<file path="src/rtl/tmr_voter_pkg.sv">
// Shared types and the per-channel TMR classification function.
// Purely combinational content; no latency, no flow control.
package tmr_voter_pkg;

    typedef enum logic [1:0] {
        HEALTHY = 2'd0,
        SUSPECT = 2'd1,
        FAULTY  = 2'd2
    } replica_state_e;

    // Channels are zero-extended to VOTE_W so one function serves any W up to this width.
    localparam int VOTE_W   = 64;
    localparam int STREAK_W = 8;

    typedef logic [VOTE_W-1:0] word_t;

    typedef struct packed {
        word_t      voted;
        logic       corrected;
        logic       uncorrectable;
        logic [2:0] attr;
    } vote_t;

    function automatic vote_t classify_channel(
        input word_t      a,
        input word_t      b,
        input word_t      c,
        input logic [2:0] faulty
    );
        vote_t r;
        r = '0;
        if (faulty[0]) begin
            r.voted         = b;
            r.uncorrectable = (b != c);
        end else if (faulty[1]) begin
            r.voted         = a;
            r.uncorrectable = (a != c);
        end else if (faulty[2]) begin
            r.voted         = a;
            r.uncorrectable = (a != b);
        end else begin
            r.voted = (a & b) | (a & c) | (b & c);
            if (a == b && b != c) begin
                r.corrected = 1'b1;
                r.attr      = 3'b100;
            end else if (a == c && a != b) begin
                r.corrected = 1'b1;
                r.attr      = 3'b010;
            end else if (b == c && a != b) begin
                r.corrected = 1'b1;
                r.attr      = 3'b001;
            end else if (a != b && a != c && b != c) begin
                r.uncorrectable = 1'b1;
            end
        end
        return r;
    endfunction

endpackage

</file>
<file path="src/rtl/tmr_voter_if.sv">
// Beat bus of the TMR voter: replica inputs and clear in, voted data and fault status out.
// No backpressure; a beat is accepted every cycle valid_i is high.
interface tmr_voter_if #(
    parameter int N_CH  = 4,
    parameter int W     = 32,
    parameter int CNT_W = 8
);
    logic                valid_i;
    logic [N_CH*W-1:0]   in_1_i;
    logic [N_CH*W-1:0]   in_2_i;
    logic [N_CH*W-1:0]   in_3_i;
    logic                clear_i;
    logic                valid_o;
    logic [N_CH*W-1:0]   voted_o;
    logic [N_CH-1:0]     err_corrected_o;
    logic [N_CH-1:0]     err_uncorrectable_o;
    logic [2:0]          replica_fault_o;
    logic [3*CNT_W-1:0]  replica_err_cnt_o;
    logic                degraded_o;

    modport slave (
        input  valid_i, in_1_i, in_2_i, in_3_i, clear_i,
        output valid_o, voted_o, err_corrected_o, err_uncorrectable_o,
               replica_fault_o, replica_err_cnt_o, degraded_o
    );

    modport master (
        output valid_i, in_1_i, in_2_i, in_3_i, clear_i,
        input  valid_o, voted_o, err_corrected_o, err_uncorrectable_o,
               replica_fault_o, replica_err_cnt_o, degraded_o
    );
endinterface

</file>
<file path="src/rtl/tmr_replica_monitor.sv">
// Health FSM, mismatch streak and saturating error counter for one replica.
// State updates on the clock edge; at_thresh_o is combinational so the top can arbitrate retirement.
module tmr_replica_monitor
    import tmr_voter_pkg::*;
#(
    parameter int THRESH = 4,
    parameter int CNT_W  = 8
) (
    input  logic             clk_i,
    input  logic             rst_i,
    input  logic             valid_i,
    input  logic             mismatch_i,
    input  logic             clear_i,
    input  logic             retire_gnt_i,
    output replica_state_e   state_o,
    output logic [CNT_W-1:0] cnt_o,
    output logic             at_thresh_o
);
    localparam logic [STREAK_W-1:0] LAST = STREAK_W'(THRESH - 1);

    replica_state_e      state_q;
    logic [STREAK_W-1:0] streak_q;
    logic [CNT_W-1:0]    cnt_q;

    assign at_thresh_o = valid_i && mismatch_i && (state_q == SUSPECT) && (streak_q == LAST);
    assign state_o     = state_q;
    assign cnt_o       = cnt_q;

    always_ff @(posedge clk_i) begin
        if (rst_i || clear_i) begin
            state_q  <= HEALTHY;
            streak_q <= '0;
            cnt_q    <= '0;
        end else if (valid_i) begin
            if (mismatch_i && cnt_q != {CNT_W{1'b1}}) begin
                cnt_q <= cnt_q + 1'b1;
            end
            case (state_q)
                HEALTHY: begin
                    if (mismatch_i) begin
                        state_q  <= SUSPECT;
                        streak_q <= STREAK_W'(1);
                    end
                end
                SUSPECT: begin
                    if (!mismatch_i) begin
                        state_q  <= HEALTHY;
                        streak_q <= '0;
                    end else if (streak_q != LAST) begin
                        streak_q <= streak_q + 1'b1;
                    end else if (retire_gnt_i) begin
                        state_q  <= FAULTY;
                        streak_q <= '0;
                    end
                    // Denied retirement parks the replica at THRESH-1.
                end
                default: ;
            endcase
        end
    end

endmodule

</file>
<file path="src/rtl/tmr_voter_monitor.sv">
// Registered multi-channel TMR voter with per-replica fault attribution and retirement.
// Latency 1 cycle; no backpressure, one beat per cycle.
module tmr_voter_monitor
    import tmr_voter_pkg::*;
#(
    parameter int N_CH   = 4,
    parameter int W      = 32,
    parameter int THRESH = 4,
    parameter int CNT_W  = 8
) (
    input  logic       clk_i,
    input  logic       rst_i,
    tmr_voter_if.slave bus
);
    replica_state_e     state [3];
    logic [CNT_W-1:0]   cnt [3];
    logic [2:0]         faulty;
    logic [2:0]         at_thresh;
    logic [2:0]         grant;
    logic [2:0]         attr_any;
    logic [2:0]         mismatch;
    logic               degraded;
    logic               mon_valid;
    word_t              a_w, b_w, c_w;
    vote_t              v;
    word_t              vote_w [N_CH];
    logic [N_CH*W-1:0]  voted_d, voted_q;
    logic [N_CH-1:0]    corr_d, corr_q;
    logic [N_CH-1:0]    uncorr_d, uncorr_q;
    logic               valid_q;
    logic [3*CNT_W-1:0] cnt_flat;

    always_comb begin
        faulty = '0;
        for (int r = 0; r < 3; r++) faulty[r] = (state[r] == FAULTY);
    end
    assign degraded = |faulty;

    always_comb begin
        a_w      = '0;
        b_w      = '0;
        c_w      = '0;
        v        = '0;
        vote_w   = '{default: '0};
        voted_d  = '0;
        corr_d   = '0;
        uncorr_d = '0;
        attr_any = '0;
        for (int c = 0; c < N_CH; c++) begin
            a_w = '0;
            b_w = '0;
            c_w = '0;
            a_w[W-1:0] = bus.in_1_i[c*W +: W];
            b_w[W-1:0] = bus.in_2_i[c*W +: W];
            c_w[W-1:0] = bus.in_3_i[c*W +: W];
            v = classify_channel(a_w, b_w, c_w, faulty);
            vote_w[c]          = v.voted;
            voted_d[c*W +: W]  = vote_w[c][W-1:0];
            corr_d[c]          = v.corrected;
            uncorr_d[c]        = v.uncorrectable;
            attr_any           = attr_any | v.attr;
        end
    end

    if (W < VOTE_W) begin : g_pad
        logic pad_unused;
        always_comb begin
            pad_unused = 1'b0;
            for (int c = 0; c < N_CH; c++) pad_unused = pad_unused ^ (^vote_w[c][VOTE_W-1:W]);
        end
    end

    // Healthy replicas stay frozen while degraded, so the monitors see no valid beats then.
    assign mon_valid = bus.valid_i & ~degraded;
    assign mismatch  = attr_any & {3{bus.valid_i}};

    always_comb begin
        grant = '0;
        if (at_thresh[0])      grant = 3'b001;
        else if (at_thresh[1]) grant = 3'b010;
        else if (at_thresh[2]) grant = 3'b100;
    end

    for (genvar r = 0; r < 3; r++) begin : g_mon
        tmr_replica_monitor #(
            .THRESH (THRESH),
            .CNT_W  (CNT_W)
        ) u_mon (
            .clk_i        (clk_i),
            .rst_i        (rst_i),
            .valid_i      (mon_valid),
            .mismatch_i   (mismatch[r]),
            .clear_i      (bus.clear_i),
            .retire_gnt_i (grant[r]),
            .state_o      (state[r]),
            .cnt_o        (cnt[r]),
            .at_thresh_o  (at_thresh[r])
        );
    end

    always_ff @(posedge clk_i) begin
        if (rst_i) begin
            valid_q  <= 1'b0;
            voted_q  <= '0;
            corr_q   <= '0;
            uncorr_q <= '0;
        end else begin
            valid_q  <= bus.valid_i;
            corr_q   <= bus.valid_i ? corr_d : '0;
            uncorr_q <= bus.valid_i ? uncorr_d : '0;
            if (bus.valid_i) voted_q <= voted_d;
        end
    end

    always_comb begin
        cnt_flat = '0;
        for (int r = 0; r < 3; r++) cnt_flat[r*CNT_W +: CNT_W] = cnt[r];
    end

    assign bus.valid_o             = valid_q;
    assign bus.voted_o             = voted_q;
    assign bus.err_corrected_o     = corr_q;
    assign bus.err_uncorrectable_o = uncorr_q;
    assign bus.replica_fault_o     = faulty;
    assign bus.replica_err_cnt_o   = cnt_flat;
    assign bus.degraded_o          = degraded;

endmodule

</file>
<file path="src/flat_wrapper.sv">
// flat-port wrapper written by rule: the top's interface ports become plain ports
module tmr_voter_monitor_flat import tmr_voter_pkg::*;
#(
    parameter int N_CH   = 4,
    parameter int W      = 32,
    parameter int THRESH = 4,
    parameter int CNT_W  = 8
)
  (clk_i, rst_i, bus_valid_i, bus_in_1_i, bus_in_2_i, bus_in_3_i, bus_clear_i, bus_valid_o, bus_voted_o, bus_err_corrected_o, bus_err_uncorrectable_o, bus_replica_fault_o, bus_replica_err_cnt_o, bus_degraded_o);
  tmr_voter_if #(.N_CH(N_CH), .W(W), .CNT_W(CNT_W)) bus_i ();
  input  logic clk_i;
  input  logic rst_i;
  input wire logic [$bits(bus_i.valid_i)-1:0] bus_valid_i;
  input wire logic [$bits(bus_i.in_1_i)-1:0] bus_in_1_i;
  input wire logic [$bits(bus_i.in_2_i)-1:0] bus_in_2_i;
  input wire logic [$bits(bus_i.in_3_i)-1:0] bus_in_3_i;
  input wire logic [$bits(bus_i.clear_i)-1:0] bus_clear_i;
  output wire logic [$bits(bus_i.valid_o)-1:0] bus_valid_o;
  output wire logic [$bits(bus_i.voted_o)-1:0] bus_voted_o;
  output wire logic [$bits(bus_i.err_corrected_o)-1:0] bus_err_corrected_o;
  output wire logic [$bits(bus_i.err_uncorrectable_o)-1:0] bus_err_uncorrectable_o;
  output wire logic [$bits(bus_i.replica_fault_o)-1:0] bus_replica_fault_o;
  output wire logic [$bits(bus_i.replica_err_cnt_o)-1:0] bus_replica_err_cnt_o;
  output wire logic [$bits(bus_i.degraded_o)-1:0] bus_degraded_o;
  assign bus_i.valid_i = bus_valid_i;
  assign bus_i.in_1_i = bus_in_1_i;
  assign bus_i.in_2_i = bus_in_2_i;
  assign bus_i.in_3_i = bus_in_3_i;
  assign bus_i.clear_i = bus_clear_i;
  assign bus_valid_o = bus_i.valid_o;
  assign bus_voted_o = bus_i.voted_o;
  assign bus_err_corrected_o = bus_i.err_corrected_o;
  assign bus_err_uncorrectable_o = bus_i.err_uncorrectable_o;
  assign bus_replica_fault_o = bus_i.replica_fault_o;
  assign bus_replica_err_cnt_o = bus_i.replica_err_cnt_o;
  assign bus_degraded_o = bus_i.degraded_o;
  tmr_voter_monitor #(.N_CH(N_CH), .W(W), .THRESH(THRESH), .CNT_W(CNT_W)) u_core (.clk_i(clk_i), .rst_i(rst_i), .bus(bus_i));
endmodule
</file>
<file path="config.mk">
export PLATFORM = sky130hd
export DESIGN_NAME = tmr_voter_monitor_flat
export DESIGN_NICKNAME = d
export VERILOG_FILES = /design/src/rtl/tmr_voter_pkg.sv /design/src/rtl/tmr_voter_if.sv /design/src/rtl/tmr_replica_monitor.sv /design/src/rtl/tmr_voter_monitor.sv /design/src/flat_wrapper.sv
export SDC_FILE = /design/constraint.sdc
export NUM_CORES = 1
export LEC_CHECK = 0
export CAP_MARGIN = 10
export CELL_PAD_IN_SITES_DETAIL_PLACEMENT = 1
export CELL_PAD_IN_SITES_GLOBAL_PLACEMENT = 1
export CORE_AREA = 3 3 216 218
export DETAILED_ROUTE_END_ITERATION = 12
export DIE_AREA = 0 0 219 221
export DONT_BUFFER_PORTS = 1
export PLACE_DENSITY = 0.65
export SETUP_SLACK_MARGIN = 0.2
export SYNTH_ARGS = -nofsm -noshare
export SYNTH_HDL_FRONTEND = slang
export SYNTH_HIERARCHICAL = 1
export SYNTH_SLANG_ARGS = --single-unit
</file>
<file path="constraint.sdc">
create_clock -name clk_i -period 4.2 [get_ports clk_i]
set_input_delay 0.84 -clock clk_i [delete_from_list [all_inputs] [get_ports clk_i]]
set_output_delay 0.84 -clock clk_i [all_outputs]
set_load 0.05 [all_outputs]
</file>
# Word level (Yosys, flattened, before mapping)
# Cells that the tools add are included.
# word_totals
inputBits	388
register_bits	191
# op_classes
muxes	109
addsub	6
bitwise_logic	27
reduce_logical	51
eq_ne	51
# ops
op	n
bitwise AND 32 bit	12
equality test 32 bit	12
2-to-1 mux 32 bit	12
!= test 32 bit	12
bitwise OR 32 bit	8
2-to-1 mux 8 bit	12
2-to-1 mux 3 bit	23
adder 8 x 1 -> 8 bit (second input constant)	6
case mux 8 bit (2 select lines)	3
2-to-1 mux 1 bit	44
logical AND 1 bit	32
equality test 8 x 2 -> 1 bit (second input constant)	3
2-to-1 mux 2 bit	12
!= test 8 x 2 -> 1 bit (second input constant)	3
!= test 8 bit (second input constant)	3
AND reduction 5 bit	3
!= test 4 x 3 -> 1 bit (second input constant)	3
case mux 2 bit (2 select lines)	3
AND reduction 4 bit	3
!= test 3 x 2 -> 1 bit (second input constant)	3
!= test 3 bit (second input constant)	3
bitwise OR 3 bit	3
equality test 2 x 1 -> 1 bit (second input constant)	3
equality test 2 bit (second input constant)	3
11 further kinds	20

# Depth between registers and ports, before layout
# depth
ltp_word	22
depth_mapped	15
mapped_depth_nobuf	13

# Hierarchy
# Netlist, hierarchy kept.
# by_module_without_submodules
module	instances	cells_each	seq_area_each_um2	area_per_inst_um2
tmr_voter_monitor	1	1448	2742.6	13178.9
tmr_replica_monitor (u_core.g_mon[1].u_mon ...)	2	113	360.3	932.1
tmr_replica_monitor (u_core.g_mon[0].u_mon)	1	115	360.3	987.2

# Worst setup path before layout
# Ideal clock, no wire load.
# synth_path
path_kind	input to register
from	in bus_in_1_i[56]
to	reg u_core.g_mon[2].u_mon.state_q[0]
required_time_ps	4083
t_arrival_ps	3599
path_slack_ps	484
path_buffers	0
cell_stages	13
path_cell_list	ha_1 nor4_1 nand4_1 nor2_1 a22oi_1 a31oi_1 nand2_2 nor3_1 nor3b_1 and3b_2 or3b_2 a31oi_1 nor2_1
# synth_between
elab_chain_len	18
elab_cells_between_ends	34
# synth_rtl
element	line	source
from (decl)	flat_wrapper.sv:14	input wire logic [$bits(bus_i.in_1_i)-1:0] bus_in_1_i;
equality test 32 bit	tmr_voter_pkg.sv:43	if (a == b && b != c) begin
logical AND 1 bit	tmr_voter_pkg.sv:43	
2-to-1 mux 3 bit	tmr_voter_pkg.sv:43	
2-to-1 mux 3 bit	tmr_voter_pkg.sv:38	end else if (faulty[2]) begin
2-to-1 mux 3 bit	tmr_voter_pkg.sv:35	end else if (faulty[1]) begin
2-to-1 mux 3 bit	tmr_voter_pkg.sv:32	if (faulty[0]) begin
bitwise OR 3 bit (3 in a row)	tmr_voter_monitor.sv:61	attr_any = attr_any | v.attr;
bitwise AND 3 bit	tmr_voter_monitor.sv:75	assign mismatch = attr_any & {3{bus.valid_i}};
named net u_core.mismatch[2]	tmr_voter_monitor.sv:21	logic [2:0] mismatch;
logical AND 1 bit (3 in a row)	tmr_replica_monitor.sv:25	assign at_thresh_o = valid_i && mismatch_i && (state_q == SUSPECT) && (streak_q == LAST);
named net u_core.at_thresh[2]	tmr_voter_monitor.sv:18	logic [2:0] at_thresh;
2-to-1 mux 3 bit	tmr_voter_monitor.sv:81	else if (at_thresh[2]) grant = 3'b100;
2-to-1 mux 3 bit	tmr_voter_monitor.sv:80	else if (at_thresh[1]) grant = 3'b010;
2-to-1 mux 3 bit	tmr_voter_monitor.sv:79	if (at_thresh[0]) grant = 3'b001;
named net u_core.grant[2]	tmr_voter_monitor.sv:19	logic [2:0] grant;
!= test 3 x 2 -> 1 bit (no line)	-	
AND reduction 5 bit (no line)	-	
to (signal assigned)	tmr_replica_monitor.sv:41	state_q <= SUSPECT;
to (signal assigned)	tmr_replica_monitor.sv:47	state_q <= HEALTHY;
to (signal assigned)	tmr_replica_monitor.sv:52	state_q <= FAULTY;
to (decl)	tmr_replica_monitor.sv:21	replica_state_e state_q;
# The timed path passes the listed nets, and every way through them passes these cells.
# A chain may end at the register's enable or synchronous reset.

# Final worst setup path
# layout_path
from	in bus_in_1_i[120]
to	reg u_core.g_mon[1].u_mon.state_q[0]
# layout_between
elab_chain_len	16
elab_cells_between_ends	28
# layout_rtl
element	line	source
equality test 32 bit or != test 32 bit (tied branches)	tmr_voter_pkg.sv:46	end else if (a == c && a != b) begin
logical AND 1 bit	tmr_voter_pkg.sv:46	
2-to-1 mux 3 bit	tmr_voter_pkg.sv:46	
2-to-1 mux 3 bit (*)	tmr_voter_pkg.sv:43	
2-to-1 mux 3 bit (*)	tmr_voter_pkg.sv:38	
2-to-1 mux 3 bit (*)	tmr_voter_pkg.sv:35	
2-to-1 mux 3 bit (*)	tmr_voter_pkg.sv:32	
bitwise OR 3 bit (*)	tmr_voter_monitor.sv:61	
bitwise AND 3 bit (*)	tmr_voter_monitor.sv:75	
named net u_core.mismatch[1]	tmr_voter_monitor.sv:21	
logical AND 1 bit (*) (3 in a row)	tmr_replica_monitor.sv:25	
named net u_core.at_thresh[1]	tmr_voter_monitor.sv:18	
2-to-1 mux 3 bit (*)	tmr_voter_monitor.sv:80	
2-to-1 mux 3 bit (*)	tmr_voter_monitor.sv:79	
named net u_core.grant[1]	tmr_voter_monitor.sv:19	
!= test 3 x 2 -> 1 bit (no line) (*)	-	
AND reduction 5 bit (no line) (*)	-	
to (signal assigned)	tmr_replica_monitor.sv:41	
to (signal assigned)	tmr_replica_monitor.sv:47	
to (signal assigned)	tmr_replica_monitor.sv:52	
to (decl)	tmr_replica_monitor.sv:21	
# Mark *: on every way through the listed nets, which the timed path passes. The rest lies on a longest branch.

==> impl_metrics.toml <==
[run]
maxCapViolations = 0

[routing]
drcViolationCount = 0
wl_per_cell_um = 28.1
detail-route-antenna-nets = 0
drtIter0Drc = 726
via_count = 14843
wl_um = 66000
firstDrtPassIters = 5
via_per_inst = 6.32

[power_and_ir_drop]
p_sw_mw = 1.64
fin_total_pwr_mw = 4.86
ir_drop_v = 0.000170
leakagePower_nw = 6.70
p_int_mw = 3.22
seqPwrFrac_pct = 48.5
combinationalPowerShare_pct = 15.0
swShare_pct = 33.7
clock_power_share_pct = 36.5
power.density_nw_per_um2 = 283

[yosys]
synth_fp_nets = 2567
syn_inst = 1789
ys_seq_area_share_pct = 23.9
syn_area_um2 = 16000
ys_types = 64
synth_edf_count = 0
synth_flop_cell = "dfxtp_1"
synthArstFlopShare_pct = 0
synth_area_per_cell_um2 = 8.96
synth_seq_cells = 191
yosys_warnings = 6

[floorplanning]
fp-row-count = 78
die_area_um2 = 48400
die_w_um = 219
dieHeight_um = 221
core_area_um2 = 45100
ios = 553
initial_core_util_pct = 35.6

[global_routing]
grt_max_degree = 259
grt_pass1_vias = 15647
overflow = 0
track_usage_pct = 26.6
antenna_found_initial = 0
grt_pass1_wl_um = 98500

[hold_path]
hp-class = "input port to flop"
hold_depth = 1
min_from = "rst_i"
hold_end = "u_core/bus.voted_o[123]"

[sta]
relSlewSlack_pct = 31.9
hold_viol = 0
setup_violations = 0
fin_crit_sh_pct = 90.8
period_needed_ns = 3.81
tightestPinTransition_ns = 1.02
rsz0062_at_grt = "no"
fmax_mhz = 262
slew_viol_final = 0
clock_skew_ns = 0.0107

[worst_setup_path]
reg2reg_to = "u_core/g_mon[2].u_mon/streak_q[1]"
arrival_ns = 4.19
path_class = "input port to flop"
worstRegToRegCells = 13
reg2reg_from = "u_core/g_mon[1].u_mon/state_o[0]"
crit_required_ns = 4.58
endpoint_kind = "flop"
critPathMaxFanout = 3
critPathLaunchType = "input port"
r2r_slack_ns = 0.82

[clocking]
cts_resized = 0
worst_setup_hold_path_clk_slew_ns = 0.08
clock-sinks = 191
clk_latency_ns = 0.49
cts_setup_buffers = 0
cts_made_buffers = 17
htreeDepth = 4
clockBufferDepth = 2
holdBufCountCts = 0
cts_tree = "yes"
cts_root_buf = "clkbuf_16"

[layout]
fillers = 5263
antenna_cells = 0
final_nets = 2515
utilization_pct = 38.1
seqCellArea_um2 = 3820
syn_to_final_growth_pct = 7.30
drive_gt1_share_pct = 6.00
multiInputGateArea_um2 = 11600

[placement]
port_buffers = 0
dp_hpwl_um = 50700
gp_congestion = 0.917

[outcome]
status = "finished clean"
-- area by class of cell --
| class | instances | area share [%] |
|---|---|---|
| well taps | 600 | 4.36 |
| clock inverters | 14 | 0.967 |
| inverters | 15 | 0.342 |
| repair buffers | 39 | 1.92 |
| clock buffers | 18 | 2.50 |
| multi-input cells | 1473 | 67.7 |
| flip-flops and latches | 191 | 22.2 |
-- metrics by stage --
stage	hold WS (ns)	setup slack (ns)	TNS [ns]	instance area, um2	std cells
2_1_floorplan	0.476	0.484	0	16000	1789
4_1_cts	0.379	0.437	0	17200	2350
5_1_grt	0.392	0.193	0	17200	2350
3_3_place_gp	0.500	-0.0580	-0.0580	16600	2318
6_report	0.438	0.388	0	17200	2350
3_5_place_dp	0.507	-0.0879	-0.0879	16600	2318
-- kinds of logic (layout without fill, tap and decap cells) --
| family | Yosys count | after routing | share of synthesized area (%) |
|---|---|---|---|
| buffers and inverters | 125 | 86 | 3.61 |
| adder cells (fa/ha/maj) | 390 | 390 | 30.4 |
| flip-flops | 191 | 191 | 23.9 |
| multiplexers | 2 | 2 | 0.125 |
| AO/OA/AOI/OAI | 348 | 348 | 16.7 |
| XOR/XNOR | 24 | 24 | 1.31 |
| AND/OR/NAND/NOR | 709 | 709 | 23.9 |
-- Yosys cell counts (3+ instances only) --
cell type / instances / share of area (%)
a31oi_1: 14 / 0.55
dfxtp_1: 191 / 24
a21oi_1: 19 / 0.59
a311oi_1: 133 / 7.3
clkbuf_1: 57 / 1.3
inv_1: 13 / 0.30
nand3_1: 27 / 0.84
nor3_1: 16 / 0.50
and2_1: 5 / 0.20
or4_1: 128 / 6.0
nor2_1: 183 / 4.3
or2_2: 6 / 0.23
nor4_1: 109 / 4.3
nand2_1: 155 / 3.6
a22o_1: 3 / 0.16
buf_1: 4 / 0.094
and4_1: 9 / 0.49
buf_6: 6 / 0.42
o211ai_1: 130 / 6.1
xnor2_1: 20 / 1.1
a211oi_1: 5 / 0.23
o21ai_0: 24 / 0.75
nand2b_1: 4 / 0.16
buf_2: 41 / 1.3
nand4_1: 35 / 1.4
ha_1: 390 / 30
xor2_1: 4 / 0.22
-- cells in the final DEF, fill, tap and decap left out, types with 3 or more instances in the layout --
| cell type | instances |
|---|---|
| and4_1 | 9 |
| or2_2 | 6 |
| nand2_1 | 155 |
| buf_4 | 36 |
| nor3_1 | 16 |
| nor2_1 | 183 |
| a21oi_1 | 19 |
| a311oi_1 | 133 |
| or4_1 | 128 |
| a22o_1 | 3 |
| inv_1 | 13 |
| clkbuf_16 | 17 |
| a31oi_1 | 14 |
| ha_1 | 390 |
| xor2_1 | 4 |
| bufinv_16 | 3 |
| buf_12 | 3 |
| a211oi_1 | 5 |
| nor4_1 | 108 |
| xnor2_1 | 20 |
| nand4_1 | 35 |
| o21ai_0 | 24 |
| clkinv_4 | 4 |
| nand2b_1 | 3 |
| dfxtp_1 | 191 |
| o211ai_1 | 130 |
| and2_1 | 5 |
| nand3_1 | 27 |
| clkinv_2 | 5 |
-- worst max path at each step --
stage	from	endpoint	slack, ns
2_1_floorplan	bus_in_1_i[56]	u_core/g_mon[2].u_mon/state_o[0]	0.48
4_1_cts	bus_in_1_i[41]	u_core/g_mon[1].u_mon/state_o[0]	0.44
3_5_place_dp	bus_in_1_i[41]	u_core/g_mon[1].u_mon/state_o[0]	-0.09
5_1_grt	bus_in_1_i[40]	u_core/g_mon[1].u_mon/state_o[0]	0.19
6_report	bus_in_1_i[120]	u_core/g_mon[1].u_mon/state_o[0]	0.39
3_3_place_gp	bus_in_1_i[41]	u_core/g_mon[1].u_mon/state_o[0]	-0.06
-- flip-flops by register name, summed over array words and instances (netlist names) --
signal                          flops
u_core/g_mon.u_mon/streak_q        24
u_core/g_mon.u_mon/cnt_o           24
u_core/bus.err_corrected_o          4
u_core/bus.voted_o                128
u_core/bus.valid_o                  1
u_core/g_mon.u_mon/state_o          6
u_core/bus.err_uncorrectable_o      4
-- power groups by stage --
stage | Clock, mW | Combinational [mW] | Sequential, mW
6_report | 1.77 | 0.729 | 2.36
5_1_grt | 1.91 | 0.842 | 2.37
4_1_cts | 1.86 | 0.728 | 2.36
3_5_place_dp | 0 | 0.720 | 2.40
3_3_place_gp | 0 | 0.688 | 2.40
2_1_floorplan | 0 | 0.540 | 2.35
-- worst max-delay path, cell delays in order --
cell and delay [ns]:
ha_1 0.28, nor4_1 0.57, buf_4 0.23, nand4_1 0.11
nor2_1 0.22, o21ai_0 0.12, a41oi_1 0.36, nand2_2 0.09
nor3_1 0.20, nor2b_1 0.21, and3b_2 0.23, or3b_2 0.47
a31oi_1 0.19, nor2_1 0.07
-- layer usage --
layer	up-vias	GRT usage [%]	part of all wire [%]
met2	491	44.5	47
met4	0	12.5	4.6
met1	7199	28.8	38
li1	7014	-	-
met5	-	0	0
met3	139	11.3	10
Note: power is estimated with default switching activity, not from simulation.
